### src/rtl/alu_pkg.sv
// Shared definitions for the sequential ALU: opcode encoding, FSM state
// encoding and bit positions inside the 4-bit flags vector.
package alu_pkg;

  localparam logic [2:0] OP_PASS = 3'b000;
  localparam logic [2:0] OP_ADD  = 3'b001;
  localparam logic [2:0] OP_SUB  = 3'b010;
  localparam logic [2:0] OP_AND  = 3'b011;
  localparam logic [2:0] OP_OR   = 3'b100;
  localparam logic [2:0] OP_XOR  = 3'b101;
  localparam logic [2:0] OP_MUL  = 3'b110;
  localparam logic [2:0] OP_SHL  = 3'b111;

  typedef enum logic [1:0] {
    S_IDLE = 2'd0,
    S_MUL  = 2'd1,
    S_DONE = 2'd2
  } state_t;

  localparam int F_NEG   = 3;
  localparam int F_ZERO  = 2;
  localparam int F_CARRY = 1;
  localparam int F_OVF   = 0;

endpackage

### src/rtl/alu_comb_core.sv
// Combinational result and flag generation for every single-cycle opcode.
// MUL yields zero here; the sequential wrapper computes it over several cycles.
module alu_comb_core
  import alu_pkg::*;
#(
  parameter int WIDTH = 8,
  parameter int SHW   = $clog2(WIDTH)
) (
  input  logic [2:0]       op,
  input  logic [WIDTH-1:0] a,
  input  logic [WIDTH-1:0] b,
  output logic [WIDTH-1:0] res,
  output logic [3:0]       flags
);

  logic [WIDTH:0]   sum;
  logic [WIDTH:0]   diff;
  logic [WIDTH:0]   shl;
  logic [SHW-1:0]   shamt;
  logic             carry;
  logic             ovf;

  assign shamt = b[SHW-1:0];
  assign sum   = {1'b0, a} + {1'b0, b};
  assign diff  = {1'b0, a} - {1'b0, b};
  // The extra top bit catches a[WIDTH-shamt], the last bit pushed out.
  assign shl   = {1'b0, a} << shamt;

  always_comb begin
    res   = '0;
    carry = 1'b0;
    ovf   = 1'b0;
    case (op)
      OP_PASS: res = a;
      OP_ADD: begin
        res   = sum[WIDTH-1:0];
        carry = sum[WIDTH];
        ovf   = (a[WIDTH-1] == b[WIDTH-1]) && (sum[WIDTH-1] != a[WIDTH-1]);
      end
      OP_SUB: begin
        res   = diff[WIDTH-1:0];
        carry = diff[WIDTH];
        ovf   = (a[WIDTH-1] != b[WIDTH-1]) && (diff[WIDTH-1] != a[WIDTH-1]);
      end
      OP_AND: res = a & b;
      OP_OR:  res = a | b;
      OP_XOR: res = a ^ b;
      OP_SHL: begin
        res   = shl[WIDTH-1:0];
        carry = shl[WIDTH];
      end
      default: res = '0;
    endcase
    flags          = '0;
    flags[F_NEG]   = res[WIDTH-1];
    flags[F_ZERO]  = (res == '0);
    flags[F_CARRY] = carry;
    flags[F_OVF]   = ovf;
  end

endmodule

### src/rtl/alu_seq_unit.sv
// Handshaked ALU: single-cycle ops register in one edge, MUL runs a
// shift-add loop for WIDTH cycles; results are held until the consumer takes them.
module alu_seq_unit
  import alu_pkg::*;
#(
  parameter int WIDTH = 8,
  parameter int OPW   = 3,
  parameter int SHW   = $clog2(WIDTH)
) (
  input  logic                   clk,
  input  logic                   rst_n,
  input  logic                   in_valid,
  output logic                   in_ready,
  input  logic [OPW+2*WIDTH-1:0] incode,
  output logic                   out_valid,
  input  logic                   out_ready,
  output logic [WIDTH-1:0]       ans,
  output logic [WIDTH-1:0]       ans_hi,
  output logic [3:0]             flags
);

  // Handshakes: a transfer happens on a rising edge where valid and ready are
  // both high; the source holds incode stable and the unit holds ans/ans_hi/flags
  // stable while its valid is high and the partner's ready is low.

  localparam logic [SHW:0] CNT_LAST = (SHW+1)'(WIDTH - 1);

  state_t              state;
  state_t              next_state;
  logic [OPW-1:0]      op_in;
  logic [WIDTH-1:0]    a_in;
  logic [WIDTH-1:0]    b_in;
  logic [WIDTH-1:0]    core_res;
  logic [3:0]          core_flags;
  logic                accept;
  logic [WIDTH-1:0]    mcand;
  logic [2*WIDTH-1:0]  prod;
  logic [2*WIDTH-1:0]  prod_next;
  logic [WIDTH:0]      step_sum;
  logic [SHW:0]        cnt;
  logic [3:0]          mul_flags;

  assign op_in  = incode[OPW+2*WIDTH-1:2*WIDTH];
  assign a_in   = incode[2*WIDTH-1:WIDTH];
  assign b_in   = incode[WIDTH-1:0];
  assign accept = in_valid && in_ready;

  alu_comb_core #(
    .WIDTH (WIDTH),
    .SHW   (SHW)
  ) u_core (
    .op    (op_in),
    .a     (a_in),
    .b     (b_in),
    .res   (core_res),
    .flags (core_flags)
  );

  // Upper half accumulates; the multiplier sits in the lower half and is
  // shifted out LSB first as the partial sum shifts in from the top.
  assign step_sum  = {1'b0, prod[2*WIDTH-1:WIDTH]} + {1'b0, (prod[0] ? mcand : '0)};
  assign prod_next = {step_sum, prod[WIDTH-1:1]};

  always_comb begin
    mul_flags          = '0;
    mul_flags[F_NEG]   = prod_next[WIDTH-1];
    mul_flags[F_ZERO]  = (prod_next[WIDTH-1:0] == '0);
    mul_flags[F_CARRY] = (prod_next[2*WIDTH-1:WIDTH] != '0);
    mul_flags[F_OVF]   = 1'b0;
  end

  always_ff @(posedge clk) begin
    if (!rst_n) begin
      state <= S_IDLE;
    end else begin
      state <= next_state;
    end
  end

  always_comb begin
    next_state = state;
    if (accept) begin
      next_state = (op_in == OP_MUL) ? S_MUL : S_DONE;
    end else begin
      case (state)
        S_IDLE:  next_state = S_IDLE;
        S_MUL:   next_state = (cnt == CNT_LAST) ? S_DONE : S_MUL;
        S_DONE:  next_state = out_ready ? S_IDLE : S_DONE;
        default: next_state = S_IDLE;
      endcase
    end
  end

  always_comb begin
    in_ready  = rst_n && ((state == S_IDLE) || ((state == S_DONE) && out_ready));
    out_valid = (state == S_DONE);
  end

  always_ff @(posedge clk) begin
    if (!rst_n) begin
      ans    <= '0;
      ans_hi <= '0;
      flags  <= '0;
      cnt    <= '0;
      mcand  <= '0;
      prod   <= '0;
    end else if (accept) begin
      if (op_in == OP_MUL) begin
        mcand <= a_in;
        prod  <= {{WIDTH{1'b0}}, b_in};
        cnt   <= '0;
      end else begin
        ans    <= core_res;
        ans_hi <= '0;
        flags  <= core_flags;
      end
    end else if (state == S_MUL) begin
      prod <= prod_next;
      cnt  <= cnt + 1'b1;
      if (cnt == CNT_LAST) begin
        ans    <= prod_next[WIDTH-1:0];
        ans_hi <= prod_next[2*WIDTH-1:WIDTH];
        flags  <= mul_flags;
      end
    end
  end

endmodule

### config.mk
export PLATFORM = sky130hd
export DESIGN_NAME = alu_seq_unit
export DESIGN_NICKNAME = d
export VERILOG_FILES = /design/src/rtl/alu_pkg.sv /design/src/rtl/alu_comb_core.sv /design/src/rtl/alu_seq_unit.sv
export SDC_FILE = /design/constraint.sdc
export NUM_CORES = 1
export LEC_CHECK = 0
export CAP_MARGIN = 25
export CORE_MARGIN = 4
export CORE_UTILIZATION = 25
export CTS_CLUSTER_DIAMETER = 60
export DETAILED_ROUTE_END_ITERATION = 10
export PLACE_DENSITY_LB_ADDON = 0.1
export SYNTH_ARGS = -nofsm -noshare
export SYNTH_HDL_FRONTEND = slang
export SYNTH_SLANG_ARGS = --single-unit
### constraint.sdc
create_clock -name clk -period 2.9 [get_ports clk]
set_input_delay 0.435 -clock clk [delete_from_list [all_inputs] [get_ports clk]]
set_output_delay 0.435 -clock clk [all_outputs]
set_load 0.01 [all_outputs]
==> impl_metrics.toml, run 1 <==
[routing]
drt_first_iter_violations = 268
viasPerCell = 4.98
drc_errors = 0
vias = 4041
wire_per_inst_um = 17.4
ant_nets = 0
drt_wl_total_um = 14100
first_pass_iters = 5

[synth]
syn-num-nets = 569
synth_xor_area_share_pct = 1.93
synthCells = 505
yosys_most_used_dff = "dfxtp_1"
synth.distinct_cells = 70
synth_compound_area_share_pct = 30.8
syn_area_mm2 = 0.00409
synth_top_family_by_area = "compound AO/OA/AOI/OAI gates"
yosys_warnings = 0
synthAdderAreaFrac_pct = 13.1
synth_seq_area_share_pct = 24.0
synth_edf_count = 0
async_reset_ff_share_pct = 0
syn_avg_cell_area_um2 = 8.09
synthSimpleGateAreaFrac_pct = 20.0
muxShareOfSynthArea_pct = 3.46
ys_seq_elements = 49

[layout]
final_cells = 812
multiInputGateArea_mm2 = 0.00284
drive_gt1_share_pct = 17.1
fillerInstances = 1717
area_growth_pct = 30.7
regArea_um2 = 982
antenna_cells = 0
layout.nets = 659
post-route-cell-area_mm2 = 0.00534

[placement]
dp_cells = 804
io_buffers = 44
placed_cell_area_mm2 = 0.00518
hpwl_um = 11200
place.gp.congestion = 0.875

[sta]
slew_violations = 0
finClkSkew_ns = 0.00416
slew_headroom_pct = 42.0
fin_crit_sh_pct = 96.8
max_freq_ghz = 0.356
whs_ns = 0.463
setup_viol = 0
worstMarginPinSlew_ns = 0.869
fin_crit_ns = 2.81
hold_viol = 0
rsz0062_at_grt = "false"

[clocking]
cts_buffer_depth = 2
cts-root-buf = "clkbuf_16"
tritoncts = "built"
cts_buffers = 5
clkLatencyLatePin_ns = 0.29
cts.clk_slew.worst_paths_ns = 0.07
clock_sinks = 49
cts_post_setup_buffers_inserted = 0
htreeDepth = 2

[floorplanning]
start_util_pct = 25.6
row_count = 46
dieHeight_um = 136
core_mm2 = 0.0159
dieWidth_um = 136
pin_count = 45
die_area_mm2 = 0.0184

[critical_path]
cp.arrival_ns = 2.97
worst_setup_path_start_kind = "input port"
criticalPathCategory = "in -> reg"
worstPathRequired_ns = 3.07
r2r-start = "prod[0]"
rr_worst_depth = 9
cp-startpoint = "incode[8]"
worstReg2RegEnd = "flags[1]"
rrSetupSlack_ns = 0.33
cp-end-kind = "flop"
path_max_fanout = 5

[grt]
grt_overflow = 0
grt_pass1_vias = 3998
grt_pass1_wl_um = 22500
grt.total_usage_pct = 15.6
grt_max_degree = 38
antenna_found_initial = 0

[run_status]
outcome = "complete, no violations"

[hold_path]
worstHoldPathCells = 2
holdPathEnd = "mcand[4]"
hp-start = "mcand[4]"
hold_path_class = "reg -> reg"

[power_and_ir_drop]
powerDensity_mw_per_mm2 = 341
cellLeakagePower_nw = 2.13
ir_worst_vdd_mv = 0.173
p_total_mw = 1.82

[job]
drv_cap = 0
## report_power, final
group / switching (mW) / internal (mW) / total (mW)
logic: 0.278 / 0.257 / 0.535
registers: 0.0100 / 0.684 / 0.694
clock network: 0.273 / 0.317 / 0.590
## flip-flops by register name, summed over array words and instances, names as in the netlist
register and cells:
state 2, ans 8, mcand 8, ans_hi 8
prod 16, flags 3, cnt 4
## layout make-up
cell class	count	area share, %
clock buffers	5	2.34
clock inverters	3	0.328
inverters	30	2.11
multi-input cells	395	53.2
flip-flops and latches	49	18.4
well taps	216	5.06
repair buffers	114	18.6
## logic make-up (layout without fill, tap and decap cells)
group	Yosys count	count (layout)
AND/OR/NAND/NOR	164	164
XOR/XNOR	9	9
adder cells (fa/ha/maj)	41	41
buffers and inverters	61	152
flip-flops	49	49
AO/OA/AOI/OAI	172	172
multiplexers	9	9
## layer usage
metal | GRT usage (%) | share of wire, % | vias up
met4 | 3.47 | 1.4 | 0
met2 | 25.8 | 47 | 97
met3 | 2.15 | 4.3 | 13
met1 | 21.6 | 47 | 1911
met5 | 0 | 0 | -
li1 | - | - | 2020
## worst max-delay path, stage by stage
cell	delay, ns
clkdlybuf4s50_1	0.42
buf_4	0.16
ha_1	0.20
fa_1	0.43
a21oi_1	0.16
o21bai_1	0.11
a31o_2	0.28
a211oi_1	0.32
o211ai_1	0.16
a31oi_1	0.23
a31oi_1	0.06
## how the worst max path moves through the flow
stage,end,slack (ns),cells past startpoint
floorplan,flags[2],0.50,10
global placement,flags[1],-0.14,11
detailed placement,flags[2],-0.21,10
CTS,flags[2],0.09,10
global route,flags[2],0.01,11
finish,flags[1],0.09,11
## cell usage after synthesis, types with 11 or more instances
cell / number / share of area, %
nor2_1: 37 / 3.4
o21ai_0: 22 / 2.7
a21boi_0: 11 / 2.0
a22oi_1: 24 / 4.4
inv_1: 28 / 2.6
a21boi_1: 11 / 2.0
ha_1: 38 / 12
and2_1: 16 / 2.5
dfxtp_1: 49 / 24
nor2b_1: 19 / 2.9
buf_2: 12 / 1.5
a21oi_1: 19 / 2.3
nand2_1: 53 / 4.9
## through the flow
step | utilization, % | setup TNS (ns) | setup WS (ns)
2_1_floorplan | - | 0 | 0.495
3_3_place_gp | 32.5 | -0.308 | -0.138
3_5_place_dp | 32.5 | -0.439 | -0.214
4_1_cts | 33.4 | 0 | 0.0897
5_1_grt | 33.5 | 0 | 0.0108
6_report | 33.5 | 0 | 0.0939
## layout by cell type (no fill, tap or decap), types with 16 or more instances in the layout
cell             netlist  layout
buf_4                  4      68
nor2_1                37      37
clkdlybuf4s50_1        0      43
nor2b_1               19      19
ha_1                  38      37
and2_1                16      16
nand2_1               53      53
dfxtp_1               49      48
a22oi_1               24      24
o21ai_0               22      22
inv_1                 28      28
a21oi_1               19      19
## timing repair
action                                  CTS  global route
hold buffers                              0             0
endpoints found under the setup margin    0             2
gates resized for setup                   0             4
No activity file was read; power rests on OpenSTA's default activity.
==> run 2, diff against run 1 <==
Settings changed: CTS_CLUSTER_DIAMETER 60 to 100.
Clock period 2.9 ns to 2.6 ns, I/O delays scaled along.
==> run 2 against run 1 <==
Net effect:
- via count is 5.4% higher
- clock power is 13% higher
- first-iteration DRC count is 7.1% lower
- non-clock buffer count is 38 higher
- clock-buffer cell count is 1 higher
- worst setup slack worse by 0.046 ns
- flip-flop and latch count stayed put
==> impl_metrics.toml, run 2 (synthesis results as in run 1) <==
[grt]
antenna_found_initial = 0
grt_pass1_wl_um = 23200
grt_overflow = 0
grt_pass1_vias = 4239
grt.total_usage_pct = 16.0
grt_max_degree = 36

[critical_path]
worstPathRequired_ns = 2.77
path_max_fanout = 6
rr_worst_depth = 10
worst_setup_path_start_kind = "flop"
critical_path_cell_count = 10
cp-end-kind = "flop"
critPathTopFamily = "simple AND/OR/NAND/NOR gates"
cp.arrival_ns = 2.72
critPathBufInv = 1
max_stage_delay_ns = 0.52
rrSetupSlack_ns = 0.05
path_cells = "and2_4 > ha_4 > buf_6 > a21o_1 > a211oi_2 > nor2_1 > or4b_1 > a311o_1 > nor3_2 > a31oi_1"
critPathSlowestCell = "or4b_1"
criticalPathCategory = "reg -> reg"

[power_and_ir_drop]
seq_power_share_pct = 36.5
ir_worst_vdd_mv = 0.249
internal-power_mw = 1.46
pwr-share-clk_pct = 31.4
p_total_mw = 2.12
switching_share_pct = 31.2
combPwrFrac_pct = 32.1
p_sw_mw = 0.661
powerDensity_mw_per_mm2 = 364
cellLeakagePower_nw = 2.34

[layout]
multiInputGateArea_mm2 = 0.00304
fillerInstances = 1672
largest_reg_flops = 16
mostFrequentLayoutCell = "buf_4"
layout_common_cells = "105 x buf_4, 52 x nand2_1, 48 x dfxtp_1"
layout.nets = 697
final_cells = 850
post-route-cell-area_mm2 = 0.00583
antenna_cells = 0
drive_gt1_share_pct = 27.4
regMostFlops = "prod"
area_growth_pct = 42.7
regArea_um2 = 985

[routing]
met3_wirelength_um = 530
viasPerCell = 5.01
first_pass_iters = 5
dr_wl_met2_um = 7230
vias = 4259
drc_errors = 0
drt_first_iter_violations = 249
ant_nets = 0
drt_wl_total_um = 14900
dr.max_layer_used = "met4"
wl_met1_um = 6870
wire_per_inst_um = 17.5

[floorplanning]
core_mm2 = 0.0159
start_util_pct = 25.6
die_area_mm2 = 0.0184
dieWidth_um = 136
row_count = 46
dieHeight_um = 136
pin_count = 45

[job]
drv_cap = 0

[clocking]
tritoncts = "built"
clkLatencyLatePin_ns = 0.30
cts_buffer_depth = 2
cts.clk_slew.worst_paths_ns = 0.07
hold_buffers = 0
clock_sinks = 49
htreeDepth = 2
cts_buffers = 5
cts-root-buf = "clkbuf_16"

[placement]
dp_slack_ns = -0.440
place.gp.congestion = 0.883
hpwl_um = 11800
placed_cell_area_mm2 = 0.00545
io_buffers = 44
dp_cells = 841

[sta]
finClkSkew_ns = 0.00671
slew_headroom_pct = 71.2
max_freq_ghz = 0.392
hold_viol = 0
setup_viol = 0
slew_violations = 0
whs_ns = 0.460
fin_crit_ns = 2.55
rsz0062_at_grt = "true"
timing.final.ws_setup_ns = 0.0476
worstMarginPinSlew_ns = 0.422
fin_crit_sh_pct = 98.2

[hold_path]
hold_path_class = "reg -> reg"
worstHoldPathCells = 2

[run_status]
outcome = "complete, no violations"
[run 2: cell types whose count changed in the layout (fill, tap and decap cells not counted), sizes merged]
cell | before | now
dlygate4sd2 | 0 | 1
inv | 30 | 31
dlymetal6s2s | 1 | 3
clkinvlp | 1 | 0
clkinv | 2 | 1
clkdlybuf4s50 | 43 | 40
clkbuf | 5 | 6
buf | 70 | 108
[run 2: layout make-up]
cell class	count	area share, %
clock buffers	6	2.21
flip-flops and latches	49	16.9
inverters	30	1.93
repair buffers	152	21.9
multi-input cells	395	52.2
clock inverters	2	0.236
well taps	216	4.64
[run 2: path summary, 6_finish.rpt]
kind              end     start
min reg2reg  mcand[4]  mcand[4]
min          mcand[4]  mcand[4]
max          flags[1]   prod[0]
max reg2reg  flags[1]   prod[0]
[run 2: power groups by stage]
| stage | combinational [mW] | sequential (mW) | clock (mW) |
|---|---|---|---|
| after floorplan | 0.317 | 0.792 | 0 |
| after global placement | 0.639 | 0.792 | 0 |
| after detailed placement | 0.637 | 0.791 | 0 |
| after CTS | 0.651 | 0.774 | 0.688 |
| after global routing | 0.735 | 0.775 | 0.720 |
| final | 0.680 | 0.773 | 0.666 |
[run 2: stage by stage]
stage	util (%)	TNS [ns]
finish	36.6	0
CTS	35.3	-0.00842
detailed placement	34.2	-2.26
floorplan	-	0
global placement	34.2	-1.98
global route	36.6	-0.0764
[run 2: per-layer routing]
layer / up-vias / track usage [%]
met4: 0 / 4.03
met3: 12 / 2.55
met2: 89 / 27.7
met1: 2060 / 20.9
met5: - / 0
li1: 2098 / -
[run 2: worst reg2reg max path, delay by kind of cell, from the launching register on]
family                   cells  cell delay, ns
AND/OR/NAND/NOR              4            0.98
adder cells (fa/ha/maj)      1            0.16
AO/OA/AOI/OAI                4            0.81
flip-flops                   1            0.37
buffers and inverters        1            0.11
[run 2: timing repair]
item | CTS | global route
pin swaps | 5 | 17
setup buffers | 0 | 1
endpoints found under the setup margin | 3 | 5
gates resized for setup | 12 | 40
==> run 3, diff against run 2 <==
Settings changed: PLACE_DENSITY from default to 0.48, PLACE_DENSITY_LB_ADDON 0.1 to default.
Clock period 2.6 ns to 2.85 ns, I/O delays scaled along.
==> run 3 against run 2 <==
Net effect:
- die area stayed put
- critical path depth stayed put
- non-clock buffer count is 30 lower
- first-iteration DRC count is 17% higher
- routed wire length is 6.2% lower
- sequential power is 8.5% lower
- via count is 0.85% lower
- core utilization is 2.4 points lower
- critical path type is now in -> reg
- largest power group unchanged
- highest routed layer unchanged
==> impl_metrics.toml, run 3 (synthesis results as in run 1) <==
[sta]
finClkSkew_ns = 0.00321
hold_viol = 0
worstMarginPinSlew_ns = 0.619
setup_viol = 0
setup_tns_ns = 0
slew_headroom_pct = 57.7
max_freq_ghz = 0.369
fin_crit_ns = 2.71
slew_violations = 0
fin_crit_sh_pct = 95.0

[floorplanning]
dieWidth_um = 136
core_mm2 = 0.0159
row_count = 46
dieHeight_um = 136
pin_count = 45
die_area_mm2 = 0.0184
start_util_pct = 25.6

[layout]
area_growth_pct = 33.2
final_cells = 818
layout_common_cells = "74 x buf_4, 53 x nand2_1, 49 x dfxtp_1"
antenna_cells = 0
layout.nets = 667
largest_reg_flops = 16
mostFrequentLayoutCell = "buf_4"
drive_gt1_share_pct = 19.3
final_util_pct = 34.1
regMostFlops = "prod"
post-route-cell-area_mm2 = 0.00544

[grt]
grt_overflow = 0
grt_max_degree = 39
grt.total_usage_pct = 15.0
grt_pass1_vias = 4125
grt_pass1_wl_um = 22300
antenna_found_initial = 0

[routing]
ant_nets = 0
drt_first_iter_violations = 291
drc_errors = 0
drt_wl_total_um = 13900
first_pass_iters = 5
vias = 4223
viasPerCell = 5.16
wire_per_inst_um = 17.0

[hold_path]
hp-start = "mcand[2]"
hold_path_class = "reg -> reg"

[critical_path]
path_cells = "clkdlybuf4s50_1 > inv_1 > ha_1 > or2_2 > a221oi_2 > mux2i_2 > o22ai_1 > nor3_2 > nand3_1 > o32ai_2"
worstPathRequired_ns = 3.05
max_stage_delay_ns = 0.49
path_max_fanout = 4
cp-startpoint = "incode[9]"
worst_setup_path_start_kind = "input port"
r2r-start = "prod[0]"
criticalPathCategory = "in -> reg"
cp.arrival_ns = 2.91
cp-end-kind = "flop"
critPathSlowestCell = "clkdlybuf4s50_1"

[clocking]
cts-root-buf = "clkbuf_16"
cts_buffers = 5
clock_sinks = 49
clkLatencyLatePin_ns = 0.28
htreeDepth = 2
cts_resized = 0
tritoncts = "built"
cts.clk_slew.worst_paths_ns = 0.06
cts_post_setup_buffers_inserted = 0
cts_buffer_depth = 2
hold_buffers = 0

[job]
drv_cap = 0

[placement]
dp_cells = 812
hpwl_um = 11200
place.gp.congestion = 0.986
placed_cell_area_mm2 = 0.00526
io_buffers = 44

[power_and_ir_drop]
powerDensity_mw_per_mm2 = 337
ir_worst_vdd_mv = 0.236
cellLeakagePower_nw = 2.18

[run_status]
outcome = "complete, no violations"
run 3: layout make-up:
cell class	count	area, µm²
tap	216	270
multi-input combinational	395	2880
clock inverter	1	5.00
clock buffer	5	125
fill	1668	10500
timing repair buffer	122	1070
inverter	30	113
sequential	49	981
run 3: worst max-delay path, delay by kind of cell:
kind	cells	cell delay (ns)
and+or+nand+nor	3	0.64
muxes	1	0.29
adders and majority gates	1	0.35
buffers and inverters	2	0.59
AOI/OAI and AO/OA	3	0.63
run 3: final timing paths:
| check | endpoint | slack (ns) | cells past startpoint |
|---|---|---|---|
| max | flags[2] | 0.14 | 10 |
| max reg2reg | flags[1] | 0.23 | 9 |
| min | mcand[2] | 0.46 | 2 |
| min reg2reg | mcand[2] | 0.46 | 2 |
run 3: power by group:
part | leakage, nW | total [mW] | switching [mW] | internal, mW
Sequential | 0.396 | 0.707 | 0.0101 | 0.697
Combinational | 1.72 | 0.573 | 0.293 | 0.280
Clock | 0.0655 | 0.553 | 0.239 | 0.314
run 3: stage by stage:
stage / setup WS, ns / hold slack (ns) / total power [mW]
6_report: 0.143 / 0.459 / 1.83
5_1_grt: -0.00788 / 0.477 / 1.93
4_1_cts: 0.00731 / 0.462 / 1.84
3_5_place_dp: -0.292 / 0.453 / 1.28
3_3_place_gp: -0.195 / 0.455 / 1.28
2_1_floorplan: 0.453 / 0.439 / 1.01
run 3: layer usage:
metal	part of all wire (%)	track usage, %	wire length, µm
met2	45	23.9	6300
met1	48	21.8	6760
met3	5.3	2.11	734
met4	0.99	2.52	138
met5	0	0	0
